File: src/rtl/alu_pkg.sv
// Shared constants and types for the ID/EX ALU issue stage: ALUFun codes,
// MIPS opcode/funct values, the decoded-op struct and the EX payload struct.
package alu_pkg;

  localparam int unsigned XLEN  = 32;
  localparam int unsigned FUN_W = 6;
  localparam int unsigned REG_W = 5;

  typedef logic [FUN_W-1:0] alu_fun_t;

  // ALUFun codes; group lives in [5:4], every compare code has bit0 set.
  localparam alu_fun_t ALU_ADD    = 6'b000000;
  localparam alu_fun_t ALU_SUB    = 6'b000001;
  localparam alu_fun_t ALU_AND    = 6'b011000;
  localparam alu_fun_t ALU_OR     = 6'b011110;
  localparam alu_fun_t ALU_XOR    = 6'b010110;
  localparam alu_fun_t ALU_NOR    = 6'b010001;
  localparam alu_fun_t ALU_PASS_A = 6'b011010;
  localparam alu_fun_t ALU_SLL    = 6'b100000;
  localparam alu_fun_t ALU_SRL    = 6'b100001;
  localparam alu_fun_t ALU_SRA    = 6'b100011;
  localparam alu_fun_t ALU_EQ     = 6'b110011;
  localparam alu_fun_t ALU_NEQ    = 6'b110001;
  localparam alu_fun_t ALU_LT     = 6'b110101;
  localparam alu_fun_t ALU_LEZ    = 6'b111101;
  localparam alu_fun_t ALU_LTZ    = 6'b111011;
  localparam alu_fun_t ALU_GTZ    = 6'b111111;

  localparam logic [5:0] OP_RTYPE  = 6'h00;
  localparam logic [5:0] OP_REGIMM = 6'h01;
  localparam logic [5:0] OP_BEQ    = 6'h04;
  localparam logic [5:0] OP_BNE    = 6'h05;
  localparam logic [5:0] OP_BLEZ   = 6'h06;
  localparam logic [5:0] OP_BGTZ   = 6'h07;
  localparam logic [5:0] OP_ADDI   = 6'h08;
  localparam logic [5:0] OP_ADDIU  = 6'h09;
  localparam logic [5:0] OP_SLTI   = 6'h0A;
  localparam logic [5:0] OP_SLTIU  = 6'h0B;
  localparam logic [5:0] OP_ANDI   = 6'h0C;
  localparam logic [5:0] OP_ORI    = 6'h0D;
  localparam logic [5:0] OP_XORI   = 6'h0E;
  localparam logic [5:0] OP_LUI    = 6'h0F;
  localparam logic [5:0] OP_LW     = 6'h23;
  localparam logic [5:0] OP_SW     = 6'h2B;

  localparam logic [5:0] F_SLL  = 6'h00;
  localparam logic [5:0] F_SRL  = 6'h02;
  localparam logic [5:0] F_SRA  = 6'h03;
  localparam logic [5:0] F_SLLV = 6'h04;
  localparam logic [5:0] F_SRLV = 6'h06;
  localparam logic [5:0] F_SRAV = 6'h07;
  localparam logic [5:0] F_ADD  = 6'h20;
  localparam logic [5:0] F_ADDU = 6'h21;
  localparam logic [5:0] F_SUB  = 6'h22;
  localparam logic [5:0] F_SUBU = 6'h23;
  localparam logic [5:0] F_AND  = 6'h24;
  localparam logic [5:0] F_OR   = 6'h25;
  localparam logic [5:0] F_XOR  = 6'h26;
  localparam logic [5:0] F_NOR  = 6'h27;
  localparam logic [5:0] F_SLT  = 6'h2A;
  localparam logic [5:0] F_SLTU = 6'h2B;

  typedef enum logic [1:0] {IN1_ZERO, IN1_RS, IN1_SHAMT, IN1_C16} in1_sel_e;
  typedef enum logic [1:0] {IN2_ZERO, IN2_RT, IN2_SIMM, IN2_ZIMM} in2_sel_e;
  typedef enum logic [1:0] {DEST_NONE, DEST_RD, DEST_RT} dest_sel_e;

  typedef struct packed {
    alu_fun_t  fun;
    logic      sign;
    in1_sel_e  sel_in1;
    in2_sel_e  sel_in2;
    dest_sel_e dest_sel;
    logic      reg_write;
    logic      is_branch;
    logic      illegal;
  } dec_op_t;

  typedef struct packed {
    logic [XLEN-1:0]  in1;
    logic [XLEN-1:0]  in2;
    alu_fun_t         fun;
    logic             sign;
    logic [REG_W-1:0] rd;
    logic             reg_write;
    logic             is_branch;
    logic             illegal;
  } ex_payload_t;

  localparam dec_op_t DEC_ILLEGAL = '{fun: ALU_ADD, sign: 1'b0, sel_in1: IN1_ZERO,
                                      sel_in2: IN2_ZERO, dest_sel: DEST_NONE,
                                      reg_write: 1'b0, is_branch: 1'b0, illegal: 1'b1};

  // Legal op builder; writeback is implied by having a destination.
  function automatic dec_op_t dec_op(input alu_fun_t fun, input logic sign,
                                     input in1_sel_e s1, input in2_sel_e s2,
                                     input dest_sel_e d, input logic br);
    dec_op_t r;
    r.fun       = fun;
    r.sign      = sign;
    r.sel_in1   = s1;
    r.sel_in2   = s2;
    r.dest_sel  = d;
    r.reg_write = (d != DEST_NONE);
    r.is_branch = br;
    r.illegal   = 1'b0;
    return r;
  endfunction

endpackage

File: src/rtl/alu_op_decode.sv
// Combinational MIPS decode: opcode/funct/rt field to ALUFun, sign mode,
// operand selects and destination select.
module alu_op_decode
  import alu_pkg::*;
(
  input  logic [5:0] opcode,
  input  logic [5:0] funct,
  input  logic [4:0] rt_field,
  output dec_op_t    dec_c
);

  always_comb begin
    dec_c = DEC_ILLEGAL;
    case (opcode)
      OP_RTYPE: begin
        case (funct)
          F_ADD:  dec_c = dec_op(ALU_ADD, 1'b1, IN1_RS,    IN2_RT, DEST_RD, 1'b0);
          F_ADDU: dec_c = dec_op(ALU_ADD, 1'b0, IN1_RS,    IN2_RT, DEST_RD, 1'b0);
          F_SUB:  dec_c = dec_op(ALU_SUB, 1'b1, IN1_RS,    IN2_RT, DEST_RD, 1'b0);
          F_SUBU: dec_c = dec_op(ALU_SUB, 1'b0, IN1_RS,    IN2_RT, DEST_RD, 1'b0);
          F_SLT:  dec_c = dec_op(ALU_LT,  1'b1, IN1_RS,    IN2_RT, DEST_RD, 1'b0);
          F_SLTU: dec_c = dec_op(ALU_LT,  1'b0, IN1_RS,    IN2_RT, DEST_RD, 1'b0);
          F_AND:  dec_c = dec_op(ALU_AND, 1'b0, IN1_RS,    IN2_RT, DEST_RD, 1'b0);
          F_OR:   dec_c = dec_op(ALU_OR,  1'b0, IN1_RS,    IN2_RT, DEST_RD, 1'b0);
          F_XOR:  dec_c = dec_op(ALU_XOR, 1'b0, IN1_RS,    IN2_RT, DEST_RD, 1'b0);
          F_NOR:  dec_c = dec_op(ALU_NOR, 1'b0, IN1_RS,    IN2_RT, DEST_RD, 1'b0);
          F_SLL:  dec_c = dec_op(ALU_SLL, 1'b0, IN1_SHAMT, IN2_RT, DEST_RD, 1'b0);
          F_SRL:  dec_c = dec_op(ALU_SRL, 1'b0, IN1_SHAMT, IN2_RT, DEST_RD, 1'b0);
          F_SRA:  dec_c = dec_op(ALU_SRA, 1'b0, IN1_SHAMT, IN2_RT, DEST_RD, 1'b0);
          F_SLLV: dec_c = dec_op(ALU_SLL, 1'b0, IN1_RS,    IN2_RT, DEST_RD, 1'b0);
          F_SRLV: dec_c = dec_op(ALU_SRL, 1'b0, IN1_RS,    IN2_RT, DEST_RD, 1'b0);
          F_SRAV: dec_c = dec_op(ALU_SRA, 1'b0, IN1_RS,    IN2_RT, DEST_RD, 1'b0);
          default: dec_c = DEC_ILLEGAL;
        endcase
      end
      // Only bltz is supported in the REGIMM space.
      OP_REGIMM: begin
        if (rt_field == 5'd0)
          dec_c = dec_op(ALU_LTZ, 1'b1, IN1_RS, IN2_ZERO, DEST_NONE, 1'b1);
      end
      OP_BEQ:   dec_c = dec_op(ALU_EQ,  1'b0, IN1_RS,  IN2_RT,   DEST_NONE, 1'b1);
      OP_BNE:   dec_c = dec_op(ALU_NEQ, 1'b0, IN1_RS,  IN2_RT,   DEST_NONE, 1'b1);
      OP_BLEZ:  dec_c = dec_op(ALU_LEZ, 1'b1, IN1_RS,  IN2_ZERO, DEST_NONE, 1'b1);
      OP_BGTZ:  dec_c = dec_op(ALU_GTZ, 1'b1, IN1_RS,  IN2_ZERO, DEST_NONE, 1'b1);
      OP_ADDI:  dec_c = dec_op(ALU_ADD, 1'b1, IN1_RS,  IN2_SIMM, DEST_RT,   1'b0);
      OP_ADDIU: dec_c = dec_op(ALU_ADD, 1'b0, IN1_RS,  IN2_SIMM, DEST_RT,   1'b0);
      OP_SLTI:  dec_c = dec_op(ALU_LT,  1'b1, IN1_RS,  IN2_SIMM, DEST_RT,   1'b0);
      OP_SLTIU: dec_c = dec_op(ALU_LT,  1'b0, IN1_RS,  IN2_SIMM, DEST_RT,   1'b0);
      OP_ANDI:  dec_c = dec_op(ALU_AND, 1'b0, IN1_RS,  IN2_ZIMM, DEST_RT,   1'b0);
      OP_ORI:   dec_c = dec_op(ALU_OR,  1'b0, IN1_RS,  IN2_ZIMM, DEST_RT,   1'b0);
      OP_XORI:  dec_c = dec_op(ALU_XOR, 1'b0, IN1_RS,  IN2_ZIMM, DEST_RT,   1'b0);
      OP_LUI:   dec_c = dec_op(ALU_SLL, 1'b0, IN1_C16, IN2_ZIMM, DEST_RT,   1'b0);
      OP_LW:    dec_c = dec_op(ALU_ADD, 1'b0, IN1_RS,  IN2_SIMM, DEST_RT,   1'b0);
      OP_SW:    dec_c = dec_op(ALU_ADD, 1'b0, IN1_RS,  IN2_SIMM, DEST_NONE, 1'b0);
      default:  dec_c = DEC_ILLEGAL;
    endcase
  end

endmodule

File: src/rtl/alu_issue_stage.sv
// ID/EX issue stage: decodes the instruction, muxes/extends operands and
// holds them in a valid/ready pipeline register that feeds the shared ALU.
module alu_issue_stage
  import alu_pkg::*;
#(
  parameter int unsigned DW                  = 32,
  parameter bit          FLUSH_CLEARS_FIELDS = 1'b1
) (
  input  logic              clk,
  input  logic              reset,
  input  logic              id_valid,
  output logic              id_ready,
  input  logic [31:0]       instr,
  input  logic [DW-1:0]     rs_data,
  input  logic [DW-1:0]     rt_data,
  input  logic              flush,
  input  logic              ex_ready,
  output logic              ex_valid,
  output logic [DW-1:0]     alu_in1,
  output logic [DW-1:0]     alu_in2,
  output logic [FUN_W-1:0]  alu_fun,
  output logic              alu_sign,
  output logic [REG_W-1:0]  ex_rd,
  output logic              ex_reg_write,
  output logic              ex_is_branch,
  output logic              ex_illegal
);

  dec_op_t     dec;
  ex_payload_t ex_d, ex_q;
  logic        valid_q;
  logic        load_c;
  logic [4:0]  dest_c;
  logic        unused_rs_field;

  // rs arrives already forwarded in rs_data, so the rs field itself is not needed.
  assign unused_rs_field = ^instr[25:21];

  alu_op_decode u_decode (
    .opcode   (instr[31:26]),
    .funct    (instr[5:0]),
    .rt_field (instr[20:16]),
    .dec_c    (dec)
  );

  always_comb begin
    ex_d   = '0;
    dest_c = 5'd0;
    case (dec.sel_in1)
      IN1_RS:    ex_d.in1 = rs_data;
      IN1_SHAMT: ex_d.in1 = DW'(instr[10:6]);
      IN1_C16:   ex_d.in1 = DW'(16);
      default:   ex_d.in1 = '0;
    endcase
    case (dec.sel_in2)
      IN2_RT:   ex_d.in2 = rt_data;
      IN2_SIMM: ex_d.in2 = {{(DW-16){instr[15]}}, instr[15:0]};
      IN2_ZIMM: ex_d.in2 = DW'(instr[15:0]);
      default:  ex_d.in2 = '0;
    endcase
    case (dec.dest_sel)
      DEST_RD: dest_c = instr[15:11];
      DEST_RT: dest_c = instr[20:16];
      default: dest_c = 5'd0;
    endcase
    ex_d.fun       = dec.fun;
    ex_d.sign      = dec.sign;
    ex_d.rd        = dest_c;
    ex_d.reg_write = dec.reg_write & (dest_c != 5'd0);
    ex_d.is_branch = dec.is_branch;
    ex_d.illegal   = dec.illegal;
  end

  assign id_ready = ~valid_q | ex_ready;
  assign load_c   = id_valid & id_ready & ~flush;

  // Pipeline register: reset > flush > load > consume.
  always_ff @(posedge clk) begin
    if (reset) begin
      valid_q <= 1'b0;
      ex_q    <= '0;
    end else if (flush) begin
      valid_q <= 1'b0;
      if (FLUSH_CLEARS_FIELDS) ex_q <= '0;
    end else if (load_c) begin
      valid_q <= 1'b1;
      ex_q    <= ex_d;
    end else if (ex_ready) begin
      valid_q <= 1'b0;
    end
  end

  assign ex_valid     = valid_q;
  assign alu_in1      = ex_q.in1;
  assign alu_in2      = ex_q.in2;
  assign alu_fun      = ex_q.fun;
  assign alu_sign     = ex_q.sign;
  assign ex_rd        = ex_q.rd;
  assign ex_reg_write = ex_q.reg_write;
  assign ex_is_branch = ex_q.is_branch;
  assign ex_illegal   = ex_q.illegal;

endmodule

File: config.mk
export PLATFORM = sky130hd
export DESIGN_NAME = alu_issue_stage
export DESIGN_NICKNAME = d
export VERILOG_FILES = /design/src/rtl/alu_pkg.sv /design/src/rtl/alu_op_decode.sv /design/src/rtl/alu_issue_stage.sv
export SDC_FILE = /design/constraint.sdc
export NUM_CORES = 1
export LEC_CHECK = 0
export CORE_MARGIN = 2
export CORE_UTILIZATION = 40
export CTS_CLUSTER_SIZE = 40
export DETAILED_ROUTE_END_ITERATION = 7
export PLACE_DENSITY = 0.84
export SYNTH_ARGS = -nofsm -noshare
export SYNTH_HDL_FRONTEND = slang
export SYNTH_SLANG_ARGS = --single-unit
File: constraint.sdc
create_clock -name clk -period 3.85 [get_ports clk]
set_input_delay 0.5775 -clock clk [delete_from_list [all_inputs] [get_ports clk]]
set_output_delay 0.5775 -clock clk [all_outputs]
set_load 0.02 [all_outputs]
# Yosys cells after proc, flatten, opt, wreduce, memory -nomap -nowiden
# Memories as Yosys holds them, arrays and structs flattened.
# Cells that the tools add are included.
# Widths: inputs -> output; s select.
[classes]
n_eq_ne = 23
bitwise = 6
n_reduce_logical = 6
mux = 7
[ops]
columns = ["op", "n"]
rows = [
  ["$pmux 16 s15", 1],
  ["$pmux 32 s3", 2],
  ["$eq 6x4->1 const B", 8],
  ["$eq 6x3->1 const B", 4],
  ["$mux 16", 1],
  ["$eq 6x6->1 const B", 2],
  ["$eq 2x2->1 const B", 5],
  ["$pmux 5 s2", 1],
  ["$eq 2x1->1 const B", 3],
  ["$eq 6x1->1 const B", 1],
  ["$logic_not 6->1", 1],
  ["$logic_not 5->1", 1],
  ["$reduce_bool 5->1", 1],
  ["$reduce_or 2->1", 2],
  ["$and 1x1->1", 3],
  ["$mux 1", 2],
  ["$not 1->1", 2],
  ["$reduce_bool 2->1", 1],
  ["$or 1x1->1", 1],
]
[word_totals]
output_inout_bits = 81
input_bits = 101
mem_count = 1
word_cells = 52
mem_bits_ro = 832
reg_bits = 80
[memory_table]
columns = ["name", "depth", "width", "read_ports", "rd_clocked_by_memory_dff", "write_ports", "line", "text"]
rows = [
  ["(name not given)", 64, 13, 1, 0, 0, "alu_op_decode.sv:16", "case (funct)"],
]

# Logic depth before layout (Yosys ltp)
# Gate-level depths: netlist of run 1.
[depth]
ltp_word = 7
depth_mapped = 12
mapped_depth_nobuf = 12

# Cells and area by module
# Synthesis of run 1 repeated with hierarchy kept, for this count alone.
[unflattened]
cells_unflattened = 477
area_unflattened_um2 = 3877.5
[by_module_without_submodules]
columns = ["module", "seq_area_each_um2", "area_each_um2", "instances", "cells_each"]
rows = [
  ["alu_issue_stage", 1601.5, 3276.9, 1, 379],
  ["alu_op_decode", 0.0, 600.6, 1, 98],
]

# Least setup slack after synthesis of run 1
# No wires, ideal clock.
[synth_path]
path_kind = "in2reg"
start = "in instr[27]"
end = "reg ex_q, in the netlist ex_reg_write"
arrival_ns = 2.735
required_time_ns = 3.726
path_stages = 11
setup_slack_ns = 0.991
setup_ns = 0.124
path_buffers = 1
cell_sequence = "buf_6 -> or4_4 -> nor2_8 -> and2_1 -> inv_1 -> ha_1 -> a22oi_1 -> nor2_1 -> or4_1 -> o22ai_1 -> o21ai_0"
[synth_via]
elab_chain_len = 7
elab_cells_between_ends = 23
classes_between = "eq/ne (17); mux (2); bitwise (1); reduce/logical (3)"
[synth_rtl]
columns = ["item", "line", "text"]
rows = [
  ["from (decl)", "alu_issue_stage.sv:13", "input logic [31:0] instr,"],
  ["$eq 6x4->1 or $eq 6x6->1 (tied branches)", "alu_op_decode.sv:14", "case (opcode)"],
  ["$reduce_or 2->1 (no source line)", "n/a", ""],
  ["$pmux 16 s15 *", "alu_op_decode.sv:14", ""],
  ["$eq 2x2->1 or $eq 2x1->1 (tied branches)", "alu_issue_stage.sv:61", "case (dec.dest_sel)"],
  ["$pmux 5 s2", "alu_issue_stage.sv:61", ""],
  ["$reduce_bool 5->1", "alu_issue_stage.sv:69", "ex_d.reg_write = dec.reg_write & (dest_c != 5'd0);"],
  ["$and 1x1->1 *", "alu_issue_stage.sv:69", ""],
  ["to (signal assigned)", "alu_issue_stage.sv:81", "ex_q <= '0;"],
  ["to (signal assigned)", "alu_issue_stage.sv:84", "if (FLUSH_CLEARS_FIELDS) ex_q <= '0;"],
  ["to (signal assigned)", "alu_issue_stage.sv:87", "ex_q <= ex_d;"],
  ["to (decl)", "alu_issue_stage.sv:30", "ex_payload_t ex_d, ex_q;"],
]
# Mark *: on every way between the ends. The rest lies on a longest branch, timed or not.
# A chain may end at the register's enable or synchronous reset.

# Worst setup path in the final report of run 1
[layout_path]
start = "in instr[26]"
end = "reg ex_q, in the netlist alu_in1[21]"
[layout_via]
elab_chain_len = 5
elab_cells_between_ends = 22
classes_between = "eq/ne (18); mux (2); reduce/logical (2)"
[layout_rtl]
columns = ["item", "line", "text"]
rows = [
  ["$eq 6x4->1 or $eq 6x6->1 (tied branches)", "alu_op_decode.sv:14", ""],
  ["$reduce_or 2->1 (no source line)", "n/a", ""],
  ["$pmux 16 s15 *", "alu_op_decode.sv:14", ""],
  ["$eq 2x2->1 or $eq 2x1->1 (tied branches)", "alu_issue_stage.sv:49", "case (dec.sel_in1)"],
  ["$pmux 32 s3 *", "alu_issue_stage.sv:49", ""],
]
# Marked as above.

==> results_dict.tcl, run 1 <==
set metrics [dict create \
    final_cell_mix "176 x clkdlybuf4s50_1, 80 x dfxtp_1, 47 x nand2_1" \
    clk_pin_slew_worst_paths_ns 0.08 \
    dpl_cell_area_um2 5530 \
    timing.fmax_mhz 319 \
    tightestPinTransition_ns 1.11 \
    die_y_um 99.5 \
    period_needed_ns 3.14 \
    fillers 716 \
    cts_max_level 3 \
    synth.largest_area_cell "dfxtp_1" \
    drtAntennaViolNets 0 \
    design_area_um2 5730 \
    grt_pass1_vias 3894 \
    synth_area_um2 3650 \
    yosysWarnings 0 \
    r2r_cells 7 \
    max-vdd-ir-drop_mv 0.179 \
    grt_first_pass_wirelength_mm 19.8 \
    drc_errors 0 \
    intPower_mw 1.32 \
    power.leakage_nw 2.06 \
    drt_wl_total_mm 12.5 \
    area_growth_pct 57.1 \
    holdBufCountCts 0 \
    yosysSeqAreaShare 0.439 \
    hold_depth 2 \
    setup-violations-final 0 \
    ys_ff_latch 80 \
    track_usage 0.248 \
    netlist_instances 423 \
    cts-root-buf "clkbuf_8" \
    port_buffers 176 \
    worstPathArrival_ns 3.42 \
    p_per_area_nw_per_um2 315 \
    crit_required_ns 4.13 \
    regToRegSetupSlack_ns 1.54 \
    final_nets 699 \
    dieWidth_um 99.5 \
    gp_congestion 0.900 \
    yosysUniqueCellTypes 54 \
    yosys.area.top_type_share 0.439 \
    multi_input_area_um2 1870 \
    hold_viol_final 0 \
    rsz0062_at_grt "false" \
    drt-wirelength-per-cell_um 17.7 \
    seqPwrFrac 0.471 \
    tritoncts "built" \
    layout_commonest_cell "clkdlybuf4s50_1" \
    drtPass1Iterations 5 \
    grt-ovfl-total 0 \
    setup_tns_ns 0 \
    vias 4086 \
    grt_max_degree 35 \
    slew_headroom 0.255 \
    fin_worst_skew_ns 0.0141 \
    netlist_top_cells_area "dfxtp_1 44%, a22o_1 6.7%, nand2_1 4.8%" \
    io_pins 182 \
    slew_viol_final 0 \
    antennaDiodeCount 0 \
    cts.sinks 80 \
    combPwrFrac 0.172 \
    drive_above_1_share 0.0769 \
    core_area_um2 8760 \
    ys_async_sr_fraction 0 \
    maxCapViolCount 0 \
    status "complete, no violations" \
    clock_latency_ns 0.35 \
    fp-row-count 34 \
    postCtsSetupRepairBufs 0 \
    hpwl_mm 9.35 \
    cts_resized 0 \
    crit_path_start_kind "input port" \
    synth_top_flop_cell "dfxtp_1" \
    cp_max_fo 27 \
    switchingPower_mw 0.480 \
    initial_core_util 0.416 \
    register_area_um2 1600 \
    synth_edf_count 0 \
    clock_power_share 0.357 \
    period_share 0.814 \
    syn_nets 529 \
    min_path_type "flip-flop to flip-flop" \
    p_sw_frac 0.266 \
    cts_buffer_depth 2 \
    drt_iter0_markers 303 \
    cp-end-kind "flip-flop" \
    cts-buffers-inserted 9 \
    synth.avg_cell_area_um2 8.63 \
    antenna_found_initial 0 \
    critPathKind "input port to flip-flop" \
    viasPerCell 5.79 \
    fp.dieArea_um2 9900 \
]
[logic make-up after synthesis]
group / count (synthesis) / synth area share
fa+ha+maj: 5 / 0.0171
xor+xnor: 1 / 0.00240
buf+inv: 44 / 0.0532
simple gates: 139 / 0.189
flops: 80 / 0.439
compound gates: 154 / 0.300
[metrics by stage]
stage,std cells,util,total power [mW],hold WS [ns],setup WS (ns)
floorplan,423,-,1.00,0.525,0.991
global placement,690,0.631,1.17,0.439,0.436
detailed placement,690,0.631,1.18,0.443,0.361
CTS,706,0.654,1.81,0.457,0.727
global route,706,0.654,1.87,0.481,0.441
finish,706,0.654,1.81,0.449,0.715
[final cells by class]
type	instances	share of cell area
repair buffers	192	0.328
multi-input cells	299	0.326
flip-flops and latches	80	0.279
clock buffers	11	0.0247
well taps	108	0.0236
clock inverters	5	0.0111
inverters	11	0.00720
[path summary, 6_finish.rpt]
kind                  to        from
max          alu_in1[21]   instr[26]
min           alu_fun[4]  alu_fun[4]
max reg2reg  alu_in2[17]    ex_valid
min reg2reg   alu_fun[4]  alu_fun[4]
[synthesized netlist by cell type (all sizes together) (10+ instances only)]
| cell | count |
|---|---|
| nand3 | 19 |
| o21ai | 35 |
| nand2 | 47 |
| nor2 | 37 |
| buf | 10 |
| dfxtp | 80 |
| a22o | 28 |
| a21oi | 17 |
| a31oi | 18 |
| a221oi | 16 |
| clkbuf | 23 |
| inv | 11 |
[routing by layer]
layer  global-route usage  part of all wire  routed length, um
met3               0.0618             0.093               1170
met5                    0                 0                  0
met2                0.411              0.46               5800
met1                0.314              0.42               5210
met4               0.0896             0.024                306
[worst max-delay path, cell delays in order]
cell and delay, ns:
clkdlybuf4s50_1 0.51, buf_4 0.22, or4b_1 0.50, o22ai_1 0.21, o21ai_1 0.17, a211oi_4 0.95
a22o_1 0.26
[power by group through the flow]
stage	combinational [mW]	sequential, mW	clock, mW
final	0.310	0.851	0.644
after floorplan	0.112	0.888	0
after global placement	0.302	0.869	0
after detailed placement	0.307	0.870	0
after global routing	0.331	0.853	0.686
after CTS	0.309	0.851	0.654
[flip-flops by register name, summed over array words and instances (netlist names)]
name,count
alu_in1,32
alu_in2,32
alu_sign,1
alu_fun,6
ex_rd,5
ex_valid,1
ex_is_branch,1
ex_illegal,1
ex_reg_write,1
(Power assumes the default switching activity.)
==> run 2: changes to the inputs <==
==> constraint.sdc (replaced) <==
create_clock -name clk -period 3.2 [get_ports clk]
set_input_delay 0.48 -clock clk [delete_from_list [all_inputs] [get_ports clk]]
set_output_delay 0.48 -clock clk [all_outputs]
set_load 0.02 [all_outputs]
==> run 2 against run 1 <==
  * Design area rose by 1.9%
  * Non-clock buffer count rose by 14
  * Clock skew fell by 0.0092 ns
  * Utilization rose by 1.3 points
  * Via count rose by 0.39%
  * Clock-buffer cell count rose by 1
  * Routed wire length barely moved
  * Register-to-register slack got worse by 0.19 ns
  * Sequential cell count did not move
  * Combinational power rose by 23%
  * Global-route usage rose by 0.13 points
==> results_dict.tcl, run 2 (same netlist as run 1, synthesis figures left out) <==
set metrics [dict create \
    clock_latency_ns 0.34 \
    antenna_found_initial 0 \
    drive_above_1_share 0.0980 \
    cts_resized 0 \
    worstPathArrival_ns 3.13 \
    dieWidth_um 99.5 \
    crit_path_start_kind "input port" \
    min_path_type "flip-flop to flip-flop" \
    setup-violations-final 0 \
    post-route-util 0.667 \
    fin_worst_skew_ns 0.00489 \
    critPathKind "input port to flip-flop" \
    drtAntennaViolNets 0 \
    tightestPinTransition_ns 0.753 \
    crit_required_ns 3.43 \
    period_share 0.906 \
    postCtsSetupRepairBufs 0 \
    cp_max_fo 5 \
    layout_commonest_cell "clkdlybuf4s50_1" \
    cts-root-buf "clkbuf_8" \
    cts_buffer_depth 2 \
    grt-ovfl-total 0 \
    grt_first_pass_wirelength_mm 19.9 \
    die_y_um 99.5 \
    register_area_um2 1600 \
    slew_viol_final 0 \
    status "complete, no violations" \
    cts_max_level 3 \
    viasPerCell 5.70 \
    hpwl_mm 9.52 \
    timing.fmax_mhz 345 \
    initial_core_util 0.416 \
    final_nets 713 \
    tritoncts "built" \
    cts-buffers-inserted 9 \
    grt_max_degree 38 \
    drt_wl_total_mm 12.5 \
    slew_headroom 0.497 \
    p_per_area_nw_per_um2 373 \
    max-vdd-ir-drop_mv 0.222 \
    maxCapViolCount 0 \
    antennaDiodeCount 0 \
    fillers 718 \
    port_buffers 176 \
    area_growth_pct 60.2 \
    io_pins 182 \
    track_usage 0.249 \
    fp.dieArea_um2 9900 \
    drt_iter0_markers 310 \
    grt_pass1_vias 4039 \
    period_needed_ns 2.90 \
    drtPass1Iterations 6 \
    multi_input_area_um2 1870 \
    cp-end-kind "flip-flop" \
    gp_congestion 0.953 \
    drt-wirelength-per-cell_um 17.3 \
    vias 4102 \
    core_area_um2 8760 \
    drc_errors 0 \
    clk_pin_slew_worst_paths_ns 0.08 \
    power.leakage_nw 2.13 \
    hold_viol_final 0 \
    p_total_mw 2.18 \
    final_cell_mix "176 x clkdlybuf4s50_1, 80 x dfxtp_1, 47 x nand2_1" \
    rsz0062_at_grt "false" \
    holdBufCountCts 0 \
    cts.sinks 80 \
    fp-row-count 34 \
]
==> run 2: cell types whose count changed in the layout (fill, tap and decap cells not counted), sizes merged <==
cell,previous run,this run
buf,16,30
clkbuf,11,12
clkinv,2,1
==> run 2: layout make-up <==
cell class | count | area share
Tap cell | 108 | 0.0231
Timing Repair Buffer | 206 | 0.340
Multi-Input combinational cell | 299 | 0.320
Sequential cell | 80 | 0.274
Inverter | 11 | 0.00706
Clock buffer | 12 | 0.0265
Clock inverter | 4 | 0.00878
==> run 2: where the power goes <==
group | internal (mW) | leakage [nW] | total, mW | switching [mW]
clock | 0.405 | 0.103 | 0.777 | 0.372
sequential | 1.01 | 0.647 | 1.02 | 0.0101
combinational | 0.199 | 1.38 | 0.382 | 0.182
total | 1.62 | 2.13 | 2.18 | 0.564
==> run 2: layer usage <==
metal | part of all wire | track usage
met5 | 0 | 0
met4 | 0.036 | 0.112
met3 | 0.095 | 0.0569
met2 | 0.47 | 0.406
met1 | 0.40 | 0.315
==> run 2: final timing paths <==
check                           cells after the start  startpoint  slack [ns]      endpoint
worst max-delay path                               13    instr[1]        0.30  ex_reg_write
worst min-delay path                                2    alu_sign        0.45      alu_sign
worst max register to register                      6    ex_valid        1.35    alu_fun[1]
worst min register to register                      2    alu_sign        0.45      alu_sign
==> run 2: worst max-delay path, stage by stage <==
cell and delay, ns:
clkdlybuf4s50_1 0.49, inv_1 0.06, ha_1 0.19, o21bai_1 0.18, a21boi_0 0.23, and2_1 0.19
inv_1 0.05, ha_1 0.25, a22oi_1 0.20, nor2_1 0.07, or4_1 0.51, o22ai_1 0.12
o21ai_0 0.10
==> run 2: stage by stage <==
step / area (um^2) / setup WS [ns] / setup TNS [ns] / hold slack [ns] / instances
2_1_floorplan: 3650 / 0.439 / 0 / 0.525 / 423
3_3_place_gp: 5630 / 0.0314 / 0 / 0.438 / 704
3_5_place_dp: 5630 / -0.0635 / -0.0635 / 0.440 / 704
4_1_cts: 5840 / 0.309 / 0 / 0.451 / 720
5_1_grt: 5840 / 0.0835 / 0 / 0.471 / 720
6_report: 5840 / 0.301 / 0 / 0.447 / 720
==> run 3: changes to the inputs <==
--- a/config.mk
+++ b/config.mk
@@ -5,11 +5,12 @@
 export SDC_FILE = /design/constraint.sdc
 export NUM_CORES = 1
 export LEC_CHECK = 0
+export CAP_MARGIN = 20
 export CORE_MARGIN = 2
-export CORE_UTILIZATION = 40
+export CORE_UTILIZATION = 36
 export CTS_CLUSTER_SIZE = 40
 export DETAILED_ROUTE_END_ITERATION = 7
-export PLACE_DENSITY = 0.84
+export PLACE_DENSITY = 0.8
 export SYNTH_ARGS = -nofsm -noshare
 export SYNTH_HDL_FRONTEND = slang
 export SYNTH_SLANG_ARGS = --single-unit
==> constraint.sdc (replaced) <==
create_clock -name clk -period 2.3 [get_ports clk]
set_input_delay 0.345 -clock clk [delete_from_list [all_inputs] [get_ports clk]]
set_output_delay 0.345 -clock clk [all_outputs]
set_load 0.02 [all_outputs]
==> run 3 against run 2 <==
  * Total power increased by 37%
  * Clock power increased by 26%
  * Global-route usage decreased by 1.4 points
  * Routed wire length increased by 6.5%
  * Via count increased by 1.5%
  * Critical path type unchanged
  * Highest routed layer unchanged
  * Die area increased by 11%
  * Non-clock buffer count increased by 40
  * Design area increased by 7.1%
==> results_dict.tcl, run 3 (same netlist as run 1, synthesis figures left out) <==
set metrics [dict create \
    area_growth_pct 71.5 \
    tritoncts "built" \
    vias 4162 \
    layout_commonest_cell "clkdlybuf4s50_1" \
    track_usage 0.236 \
    dp_cells 758 \
    period_needed_ns 2.26 \
    min_path_type "input port to flip-flop" \
    worstPathArrival_ns 2.49 \
    clk_pin_slew_worst_paths_ns 0.08 \
    maxCapViolCount 0 \
    cts_max_level 3 \
    drc_errors 0 \
    r2r_cells 5 \
    tightestPinTransition_ns 0.389 \
    worstReg2RegEnd "alu_fun[1]" \
    final_cell_mix "165 x clkdlybuf4s50_1, 80 x dfxtp_1, 66 x buf_4" \
    holdBufCountCts 0 \
    power.leakage_nw 2.36 \
    hold_end "alu_in2[4]" \
    port_buffers 176 \
    final_nets 753 \
    core_area_um2 9820 \
    drtAntennaViolNets 0 \
    antenna_found_initial 0 \
    cts_buffer_depth 2 \
    final_cells 785 \
    grt-ovfl-total 0 \
    regToRegSetupSlack_ns 0.72 \
    gp_congestion 0.962 \
    viasPerCell 5.30 \
    dieWidth_um 105 \
    hold_slack_ns 0.429 \
    slew_viol_final 0 \
    hold_depth 4 \
    drive_above_1_share 0.183 \
    cp-end-kind "flip-flop" \
    drt-wirelength-per-cell_um 17.0 \
    drt_wl_total_mm 13.3 \
    worstReg2RegStart "ex_valid" \
    critPathKind "input port to flip-flop" \
    drt_iter0_markers 263 \
    fp.dieArea_um2 11000 \
    min_from "instr[4]" \
    rsz0062_at_grt "true" \
    fin_worst_skew_ns 0.0106 \
    io_pins 182 \
    die_y_um 105 \
    fp-row-count 36 \
    setup-violations-final 0 \
    grt_max_degree 35 \
    status "complete, no violations" \
    p_total_mw 2.99 \
    grt_first_pass_wirelength_mm 20.9 \
    setup_tns_ns 0 \
    initial_core_util 0.372 \
    period_share 0.983 \
    hpwl_mm 9.86 \
    cp_max_fo 5 \
    antennaDiodeCount 0 \
    slew_headroom 0.737 \
    cts.sinks 80 \
    timing.fmax_mhz 442 \
    cts-root-buf "clkbuf_8" \
    crit_path_start_kind "input port" \
    crit_required_ns 2.53 \
    p_per_area_nw_per_um2 478 \
    clock_latency_ns 0.34 \
    grt_pass1_vias 4143 \
    max-vdd-ir-drop_mv 0.244 \
    hold_viol_final 0 \
    drtPass1Iterations 4 \
    cts-buffers-inserted 9 \
]
## run 3: layer usage
layer	global-route usage	routed length, um
met5	0	0
met4	0.0905	257
met3	0.0530	1020
met2	0.397	6430
met1	0.293	5600
## run 3: area by class of cell
| cell class | count | area [um^2] |
|---|---|---|
| clock buffer | 10 | 138 |
| clock inverter | 6 | 50.0 |
| fill | 853 | 3560 |
| inverter | 11 | 41.3 |
| multi-input combinational | 299 | 1950 |
| sequential | 80 | 1600 |
| tap | 133 | 166 |
| timing repair buffer | 246 | 2310 |
## run 3: power breakdown
part           switching [mW]  total, mW  internal (mW)
Clock                   0.549      0.982          0.433
Sequential             0.0142       1.42           1.41
Combinational           0.272      0.587          0.315
Total                   0.835       2.99           2.16
## run 3: worst max path at each step
stage / from / endpoint / slack (ns) / cells after the start
final: instr[31] / ex_reg_write / 0.04 / 11
after global routing: instr[1] / ex_reg_write / -0.01 / 13
after CTS: instr[5] / ex_reg_write / 0.005 / 11
after detailed placement: instr[1] / ex_reg_write / -0.75 / 13
after global placement: instr[1] / ex_reg_write / -0.66 / 13
after floorplan: instr[27] / ex_reg_write / -0.18 / 11
## run 3: repair_timing
item,in CTS,in global routing
setup endpoints to repair,2,34
resized for setup,23,15
setup buffers,11,0
pin swaps,16,10
gates cloned,0,0
## run 3: critical path, stage by stage
cell	delay [ns]
dlygate4sd2_1	0.28
or3_4	0.42
nor2_8	0.09
and2_4	0.16
inv_2	0.04
ha_4	0.18
a22oi_2	0.16
nor2_1	0.08
or4_4	0.55
o22ai_4	0.11
o21ai_1	0.08
## run 3: stage by stage
stage / cell area, um^2 / setup WS (ns) / util
CTS: 6230 / 0.00451 / 0.635
finish: 6260 / 0.0386 / 0.637
floorplan: 3650 / -0.180 / -
detailed placement: 5920 / -0.749 / 0.603
global placement: 5920 / -0.657 / 0.603
global route: 6260 / -0.0119 / 0.637
